<file path="src/rtl/tetris_pf_pkg.sv">
// Shared constants and types for the playfield tile engine.
// Register map, STATUS bit positions and cell template type.
package tetris_pf_pkg;

  localparam int PF_CELL_BITS = 2;

  typedef logic [PF_CELL_BITS-1:0] cell_t;

  localparam cell_t WHITE_TEMPLATE = '1;

  localparam logic [7:0] A_CTRL    = 8'h40;
  localparam logic [7:0] A_FMASK   = 8'h41;
  localparam logic [7:0] A_FFRAMES = 8'h42;
  localparam logic [7:0] A_STATUS  = 8'h43;

  localparam int ST_PEND    = 0;
  localparam int ST_ACTIVE  = 1;
  localparam int ST_FRONT   = 2;
  localparam int ST_REM_LSB = 8;

endpackage

</file>
<file path="src/rtl/pf_row_ram.sv">
// Dual-port row store: port A for the bus, port B for the beam.
// Both ports have a one-cycle registered read.
module pf_row_ram #(
  parameter int AW = 6,
  parameter int DW = 20
) (
  input  logic          i_clk,
  input  logic          i_a_we,
  input  logic          i_a_re,
  input  logic [3:0]    i_a_be,
  input  logic [AW-1:0] i_a_addr,
  input  logic [DW-1:0] i_a_wd,
  output logic [DW-1:0] o_a_rd,
  input  logic [AW-1:0] i_b_addr,
  output logic [DW-1:0] o_b_rd
);

  logic [DW-1:0] r_mem [2**AW];

  always_ff @(posedge i_clk) begin
    if (i_a_we) begin
      for (int b = 0; b < DW; b++) begin
        if (i_a_be[b/8]) r_mem[i_a_addr][b] <= i_a_wd[b];
      end
    end
    // Port A holds its data between reads
    if (i_a_re) o_a_rd <= r_mem[i_a_addr];
    o_b_rd <= r_mem[i_b_addr];
  end

endmodule

</file>
<file path="src/rtl/playfield_tile_engine.sv">
// Double-buffered tile playfield with vblank page flip,
// row-flash animation and a 2-cycle pixel lookup pipeline.
module playfield_tile_engine
  import tetris_pf_pkg::*;
#(
  parameter int COLS          = 10,
  parameter int ROWS          = 20,
  parameter int CELL_BITS     = PF_CELL_BITS,
  parameter int TILE_LOG2     = 4,
  parameter int ORIGIN_X_TILE = 12,
  parameter int ORIGIN_Y_TILE = 5,
  parameter int FLASH_HALF    = 4,
  parameter int ADDR_W        = 8
) (
  input  logic                 CLK,
  input  logic                 RESET,
  input  logic                 AVL_READ,
  input  logic                 AVL_WRITE,
  input  logic                 AVL_CS,
  input  logic [3:0]           AVL_BYTE_EN,
  input  logic [ADDR_W-1:0]    AVL_ADDR,
  input  logic [31:0]          AVL_WRITEDATA,
  output logic [31:0]          AVL_READDATA,
  input  logic [9:0]           DrawX,
  input  logic [9:0]           DrawY,
  input  logic                 pix_valid,
  input  logic                 frame_start,
  output logic [CELL_BITS-1:0] cell_template,
  output logic                 in_board,
  output logic [TILE_LOG2-1:0] tile_px,
  output logic [TILE_LOG2-1:0] tile_py,
  output logic                 out_valid,
  output logic                 swap_done,
  output logic                 flash_done
);

  localparam int ROW_W = COLS * CELL_BITS;
  localparam int RW = (ROWS > 1) ? $clog2(ROWS) : 1;
  localparam int CW = (COLS > 1) ? $clog2(COLS) : 1;
  localparam int HW = (FLASH_HALF > 1) ? $clog2(FLASH_HALF) : 1;
  localparam logic [9:0] L_X0 = 10'(ORIGIN_X_TILE);
  localparam logic [9:0] L_X1 = 10'(ORIGIN_X_TILE + COLS);
  localparam logic [9:0] L_Y0 = 10'(ORIGIN_Y_TILE);
  localparam logic [9:0] L_Y1 = 10'(ORIGIN_Y_TILE + ROWS);

  logic                 r_front;
  logic                 r_pend;
  logic [7:0]           r_cnt;
  logic [HW-1:0]        r_half;
  logic                 r_phase;
  logic [ROWS-1:0]      r_mask;
  logic                 r_rd_row;
  logic [31:0]          r_csr;
  logic                 r1_valid;
  logic                 r1_hit;
  logic                 r1_flash;
  logic [CW-1:0]        r1_col;
  logic [TILE_LOG2-1:0] r1_px;
  logic [TILE_LOG2-1:0] r1_py;

  logic                 w_wr;
  logic                 w_rd;
  logic                 w_row_hit;
  logic                 w_swap_req;
  logic                 w_ff_wr;
  logic                 w_mask_wr;
  logic                 w_flash_end;
  logic [ROWS-1:0]      w_mask_nx;
  logic [31:0]          w_csr;
  logic [ROW_W-1:0]     w_qa;
  logic [ROW_W-1:0]     w_qb;
  logic [ROW_W-1:0]     w_sh;
  logic [9:0]           w_tx;
  logic [9:0]           w_ty;
  logic [9:0]           w_dx;
  logic [9:0]           w_dy;
  logic                 w_hit;
  logic [CW-1:0]        w_col;
  logic [RW-1:0]        w_row;
  logic                 w_unused;

  assign w_wr = AVL_WRITE & AVL_CS;
  assign w_rd = AVL_READ & AVL_CS;
  assign w_row_hit = AVL_ADDR < ADDR_W'(ROWS);
  assign w_swap_req = w_wr && AVL_ADDR == ADDR_W'(A_CTRL)
                      && AVL_BYTE_EN[0] && AVL_WRITEDATA[0];
  assign w_ff_wr = w_wr && AVL_ADDR == ADDR_W'(A_FFRAMES)
                   && AVL_BYTE_EN[0];
  assign w_mask_wr = w_wr && AVL_ADDR == ADDR_W'(A_FMASK);
  assign w_flash_end = frame_start && r_cnt == 8'd1 && !w_ff_wr;

  always_comb begin
    w_mask_nx = r_mask;
    for (int r = 0; r < ROWS; r++) begin
      if (AVL_BYTE_EN[r/8]) w_mask_nx[r] = AVL_WRITEDATA[r];
    end
  end

  always_comb begin
    w_csr = '0;
    if (AVL_ADDR == ADDR_W'(A_FMASK)) w_csr = 32'(r_mask);
    if (AVL_ADDR == ADDR_W'(A_FFRAMES)) w_csr = 32'(r_cnt);
    if (AVL_ADDR == ADDR_W'(A_STATUS)) begin
      w_csr[ST_PEND]             = r_pend;
      w_csr[ST_ACTIVE]           = r_cnt != 8'd0;
      w_csr[ST_FRONT]            = r_front;
      w_csr[ST_REM_LSB +: 8]     = r_cnt;
    end
  end

  assign AVL_READDATA = r_rd_row ? 32'(w_qa) : r_csr;

  assign w_tx = DrawX >> TILE_LOG2;
  assign w_ty = DrawY >> TILE_LOG2;
  assign w_dx = w_tx - L_X0;
  assign w_dy = w_ty - L_Y0;
  assign w_col = w_dx[CW-1:0];
  assign w_row = w_dy[RW-1:0];
  assign w_hit = (w_tx >= L_X0) && (w_tx < L_X1)
                 && (w_ty >= L_Y0) && (w_ty < L_Y1);
  assign w_sh = w_qb >> (r1_col * CELL_BITS);
  assign w_unused = ^{AVL_WRITEDATA, w_dx, w_dy, w_sh};

  pf_row_ram #(
    .AW (RW + 1),
    .DW (ROW_W)
  ) u_ram (
    .i_clk    (CLK),
    .i_a_we   (w_wr & w_row_hit),
    .i_a_re   (w_rd & w_row_hit),
    .i_a_be   (AVL_BYTE_EN),
    .i_a_addr ({~r_front, AVL_ADDR[RW-1:0]}),
    .i_a_wd   (AVL_WRITEDATA[ROW_W-1:0]),
    .o_a_rd   (w_qa),
    .i_b_addr ({r_front, w_row}),
    .o_b_rd   (w_qb)
  );

  always_ff @(posedge CLK or posedge RESET) begin
    if (RESET) begin
      r_front    <= 1'b0;
      r_pend     <= 1'b0;
      r_cnt      <= '0;
      r_half     <= '0;
      r_phase    <= 1'b0;
      r_mask     <= '0;
      r_rd_row   <= 1'b0;
      r_csr      <= '0;
      swap_done  <= 1'b0;
      flash_done <= 1'b0;
    end else begin
      swap_done  <= frame_start & r_pend;
      flash_done <= w_flash_end;
      if (frame_start & r_pend) r_front <= ~r_front;
      // A request in the flip cycle waits for the next vblank
      if (w_swap_req) r_pend <= 1'b1;
      else if (frame_start) r_pend <= 1'b0;
      if (w_ff_wr) begin
        r_cnt   <= AVL_WRITEDATA[7:0];
        r_half  <= '0;
        r_phase <= 1'b0;
      end else if (frame_start && r_cnt != 8'd0) begin
        r_cnt <= r_cnt - 8'd1;
        if (r_half == HW'(FLASH_HALF - 1)) begin
          r_half  <= '0;
          r_phase <= ~r_phase;
        end else begin
          r_half <= r_half + 1'b1;
        end
      end
      if (w_mask_wr) r_mask <= w_mask_nx;
      else if (w_flash_end) r_mask <= '0;
      if (w_rd) begin
        r_rd_row <= w_row_hit;
        r_csr    <= w_csr;
      end
    end
  end

  always_ff @(posedge CLK or posedge RESET) begin
    if (RESET) begin
      r1_valid      <= 1'b0;
      r1_hit        <= 1'b0;
      r1_flash      <= 1'b0;
      r1_col        <= '0;
      r1_px         <= '0;
      r1_py         <= '0;
      out_valid     <= 1'b0;
      in_board      <= 1'b0;
      cell_template <= '0;
      tile_px       <= '0;
      tile_py       <= '0;
    end else begin
      r1_valid  <= pix_valid;
      r1_hit    <= w_hit;
      r1_flash  <= w_hit && r_phase && r_cnt != 8'd0
                   && r_mask[w_row];
      r1_col    <= w_col;
      r1_px     <= DrawX[TILE_LOG2-1:0];
      r1_py     <= DrawY[TILE_LOG2-1:0];
      out_valid <= r1_valid;
      in_board  <= r1_hit;
      tile_px   <= r1_px;
      tile_py   <= r1_py;
      if (!r1_hit) cell_template <= '0;
      else if (r1_flash) cell_template <= '1;
      else cell_template <= w_sh[CELL_BITS-1:0];
    end
  end

endmodule
</file>
<file path="config.mk">
export PLATFORM = sky130hd
export DESIGN_NAME = playfield_tile_engine
export DESIGN_NICKNAME = d
export VERILOG_FILES = /design/src/rtl/tetris_pf_pkg.sv /design/src/rtl/pf_row_ram.sv /design/src/rtl/playfield_tile_engine.sv
export SDC_FILE = /design/constraint.sdc
export NUM_CORES = 2
export LEC_CHECK = 0
export CAP_MARGIN = 10
export CORE_ASPECT_RATIO = 0.75
export CORE_UTILIZATION = 30
export CTS_BUF_LIST = sky130_fd_sc_hd__clkbuf_8
export DETAILED_ROUTE_END_ITERATION = 8
export GPL_ROUTABILITY_DRIVEN = 0
export HOLD_SLACK_MARGIN = 0.08
export PLACE_DENSITY = 0.4
export SYNTH_ARGS = -nofsm -noshare
export SYNTH_HDL_FRONTEND = slang
export SYNTH_SLANG_ARGS = --single-unit
</file>
<file path="constraint.sdc">
create_clock -name CLK -period 3 [get_ports CLK]
set_input_delay 0.45 -clock CLK [delete_from_list [all_inputs] [get_ports CLK]]
set_output_delay 0.45 -clock CLK [all_outputs]
set_load 0.03 [all_outputs]
</file>
==> flow_summary.ini <==
[pwr]
peakVddDrop_mv = 0.3260
p_seq_frac = 0.478
clockPowerShare = 0.365
switchingPower_uw = 13280
totalPowerFinal_uw = 47510
leakage_uw = 0.03026
power_density_nw_per_um2 = 569.6
switching_share = 0.2795
share_comb_of_total_power = 0.157
intPower_uw = 34230

[cts]
path_clk_slew_ns = 0.06
cts_buffers = 242
cts_tree = yes
clock_latency_ns = 1.00
cts_sinks = 1403
cts_root_buf = clkbuf_8
post_cts_buffers = 0
ctsLongestPathBuffers = 4
htreeDepth = 4

[synthesis]
syn_area_per_cell_um2 = 16.65
synth_area_leaders = edfxtp_1 (60%), mux4_2 (15%), mux2i_1 (4.0%), dfrtp_1 (3.2%), a22oi_1 (1.8%)
synth_enable_flop_cells = 1300
yosys_register_bits = 1403
synth_top_cell_area_share = 0.5989
synth-main-ff-cell = edfxtp_1
yosys_warnings = 0
syn_inst = 3914
ys_seq_area_frac = 0.6369
async_flop_share = 0.05916
syn_area_um2 = 65180
yosysTopAreaCell = edfxtp_1
yosysUniqueCellTypes = 78

[worst_setup_path]
crit_path_start = r_front
r2r_setup_slack_ns = 0.09
cp.required_ns = 3.67
critical_path_class = reg2reg
cp_max_fo = 11
r2r-end = u_ram.o_a_rd[5]
reg2reg_from = r_front
start_kind = register
arrival_ns = 3.58
worstSetupEndpoint = u_ram.o_a_rd[5]
cp-end-kind = register
reg2reg_depth = 7

[global_routing]
grt_pass1_wl_um = 361600
grt_max_degree = 68
grt_overflow = 0
grtUsageMet1 = 0.3588
grtUsageMet2 = 0.3494
grt_use_met3 = 0.05283
grt_pass1_vias = 43800
grt_usage = 0.2384
antenna_found_initial = 25
grt-busiest-layer = met1

[route]
drt_iter0_markers = 5049
antenna_left = 0
vias = 44600
firstDrtPassIters = 6
drc = 0
via_per_inst = 5.347
wl_per_cell_um = 31.76
drt_wl_total_um = 264900

[sta]
period_minus_slack_ns = 2.907
rsz0062_at_grt = no
finClkSkew_ns = 0.07075
max_freq_mhz = 343.9
setup_viol = 0
tightest_slew_ns = 0.9000
hold_violations = 0
slew_viol_final = 0
fin_crit_sh = 0.9692
maxSlewHeadroom = 0.4000
fin_setup_tns_ns = 0

[finish]
syn2layout_area_growth_pct = 27.96
final_cell_mix = edfxtp_1 (1300), buf_4 (697), conb_1 (492)
fin_nets = 5387
layout_commonest_cell = edfxtp_1
drive_above_1_share = 0.3241

[floorplanning]
die_h_um = 405.7
rows = 147
die_area_um2 = 219200
ios = 117
die_w_um = 540.2
initial_utilization = 0.3031
core_um2 = 215000

[worst_hold_path]
hp-class = in2reg

[flow_run]
drv_cap = 0

[status]
outcome = finished, final reports clean

[place]
portBuffers = 91
hpwl_um = 191600
==> cells in the mapped netlist, types with 19 or more instances <==
| library cell | number |
|---|---|
| buf_1 | 25 |
| a211oi_1 | 86 |
| dfxtp_1 | 20 |
| buf_6 | 20 |
| buf_4 | 52 |
| mux4_2 | 434 |
| nor2_1 | 209 |
| mux2i_1 | 262 |
| a22oi_1 | 157 |
| nand3_1 | 19 |
| a22o_1 | 40 |
| dfrtp_1 | 83 |
| nand2_1 | 176 |
| clkbuf_1 | 117 |
| a221o_1 | 20 |
| a221oi_1 | 117 |
| edfxtp_1 | 1300 |
| buf_2 | 117 |
| o21ai_0 | 91 |
| nor2b_1 | 86 |
| a21oi_1 | 152 |
| o22ai_1 | 63 |
| mux2_2 | 95 |
==> worst min path at each step <==
| stage | end | slack, ns | depth (start not counted) | from |
|---|---|---|---|---|
| after detailed placement | tile_px[0] | 0.33 | 0 | r1_px[0] |
| after global placement | tile_py[3] | 0.33 | 0 | r1_py[3] |
| final | r1_col[3] | 0.17 | 4 | DrawX[7] |
| after floorplan | out_valid | 0.33 | 0 | r1_valid |
| after CTS | r1_col[3] | 0.09 | 4 | DrawX[7] |
| after global routing | r1_hit | 0.15 | 3 | DrawX[9] |
==> final cells by class <==
cell class | instances | area [µm²]
fill | 20300 | 131600
sequential | 1403 | 41510
multi-input combinational | 2657 | 23900
timing repair buffer | 991 | 9773
tap | 2831 | 3542
clock buffer | 253 | 3482
clock inverter | 190 | 1131
inverter | 14 | 58.81
antenna | 3 | 7.507
==> metrics by stage <==
stage / area (µm²) / worst slack (ns) / instances / hold slack [ns] / utilization
finish: 83410 / 0.09254 / 8342 / 0.1734 / 0.3879
global route: 83400 / 0.08233 / 8341 / 0.1486 / 0.3879
CTS: 83390 / 0.05020 / 8339 / 0.09495 / 0.3878
detailed placement: 78480 / -0.5069 / 7864 / 0.3347 / 0.3650
global placement: 78480 / -0.5448 / 7864 / 0.3314 / 0.3650
floorplan: 67050 / 0.04920 / 4405 / 0.3312 / -
==> cells by family after synthesis <==
family,Yosys count,synth area share
muxes,795,0.2073
AOI/OAI and AO/OA,793,0.08581
adders and majority gates,7,0.001344
and+or+nand+nor,557,0.03929
DFF,1403,0.6369
buffers and inverters,345,0.02741
other,1,0.00005753
xor gates and xnor gates,13,0.001862
==> power groups by stage <==
stage               Sequential [µW]  Combinational (µW)  Clock (µW)
floorplan                     22900                3400           0
global placement              23100                7380           0
detailed placement            23100                7370           0
CTS                           22700                7430       17900
global route                  22800                7820       18600
finish                        22700                7470       17300
==> timing repair <==
action,in CTS,in global routing
hold buffers,32,0
gates cloned,0,0
setup endpoints to repair,20,1
gates resized for setup,21,1
hold endpoints to repair,658,0
==> critical path, cell delays in order, from the launching register on <==
cell,delay (ns)
dfrtp_1,0.64
nand3_1,0.30
buf_4,0.36
o22ai_1,0.32
a21oi_1,0.22
o221ai_1,0.15
buf_4,0.20
a211o_1,0.33
==> layer usage <==
metal  part of all wire  vias up
met4              0.019       14
met3              0.087      334
met5            0.00062        -
met1               0.47    23640
li1                   -    18580
met2               0.43     2033
==> flip-flops by register name, indices dropped and copies added (netlist names), 2 cells and up <==
register	cells
u_ram.r_mem	1280
tile_px	4
tile_py	4
r1_px	4
r1_col	4
u_ram.o_a_rd	20
r1_py	4
u_ram.o_b_rd	20
r_mask	20
r_half	2
r_cnt	8
r_csr	20
cell_template	2
Note: power is estimated with default switching activity, not from simulation.
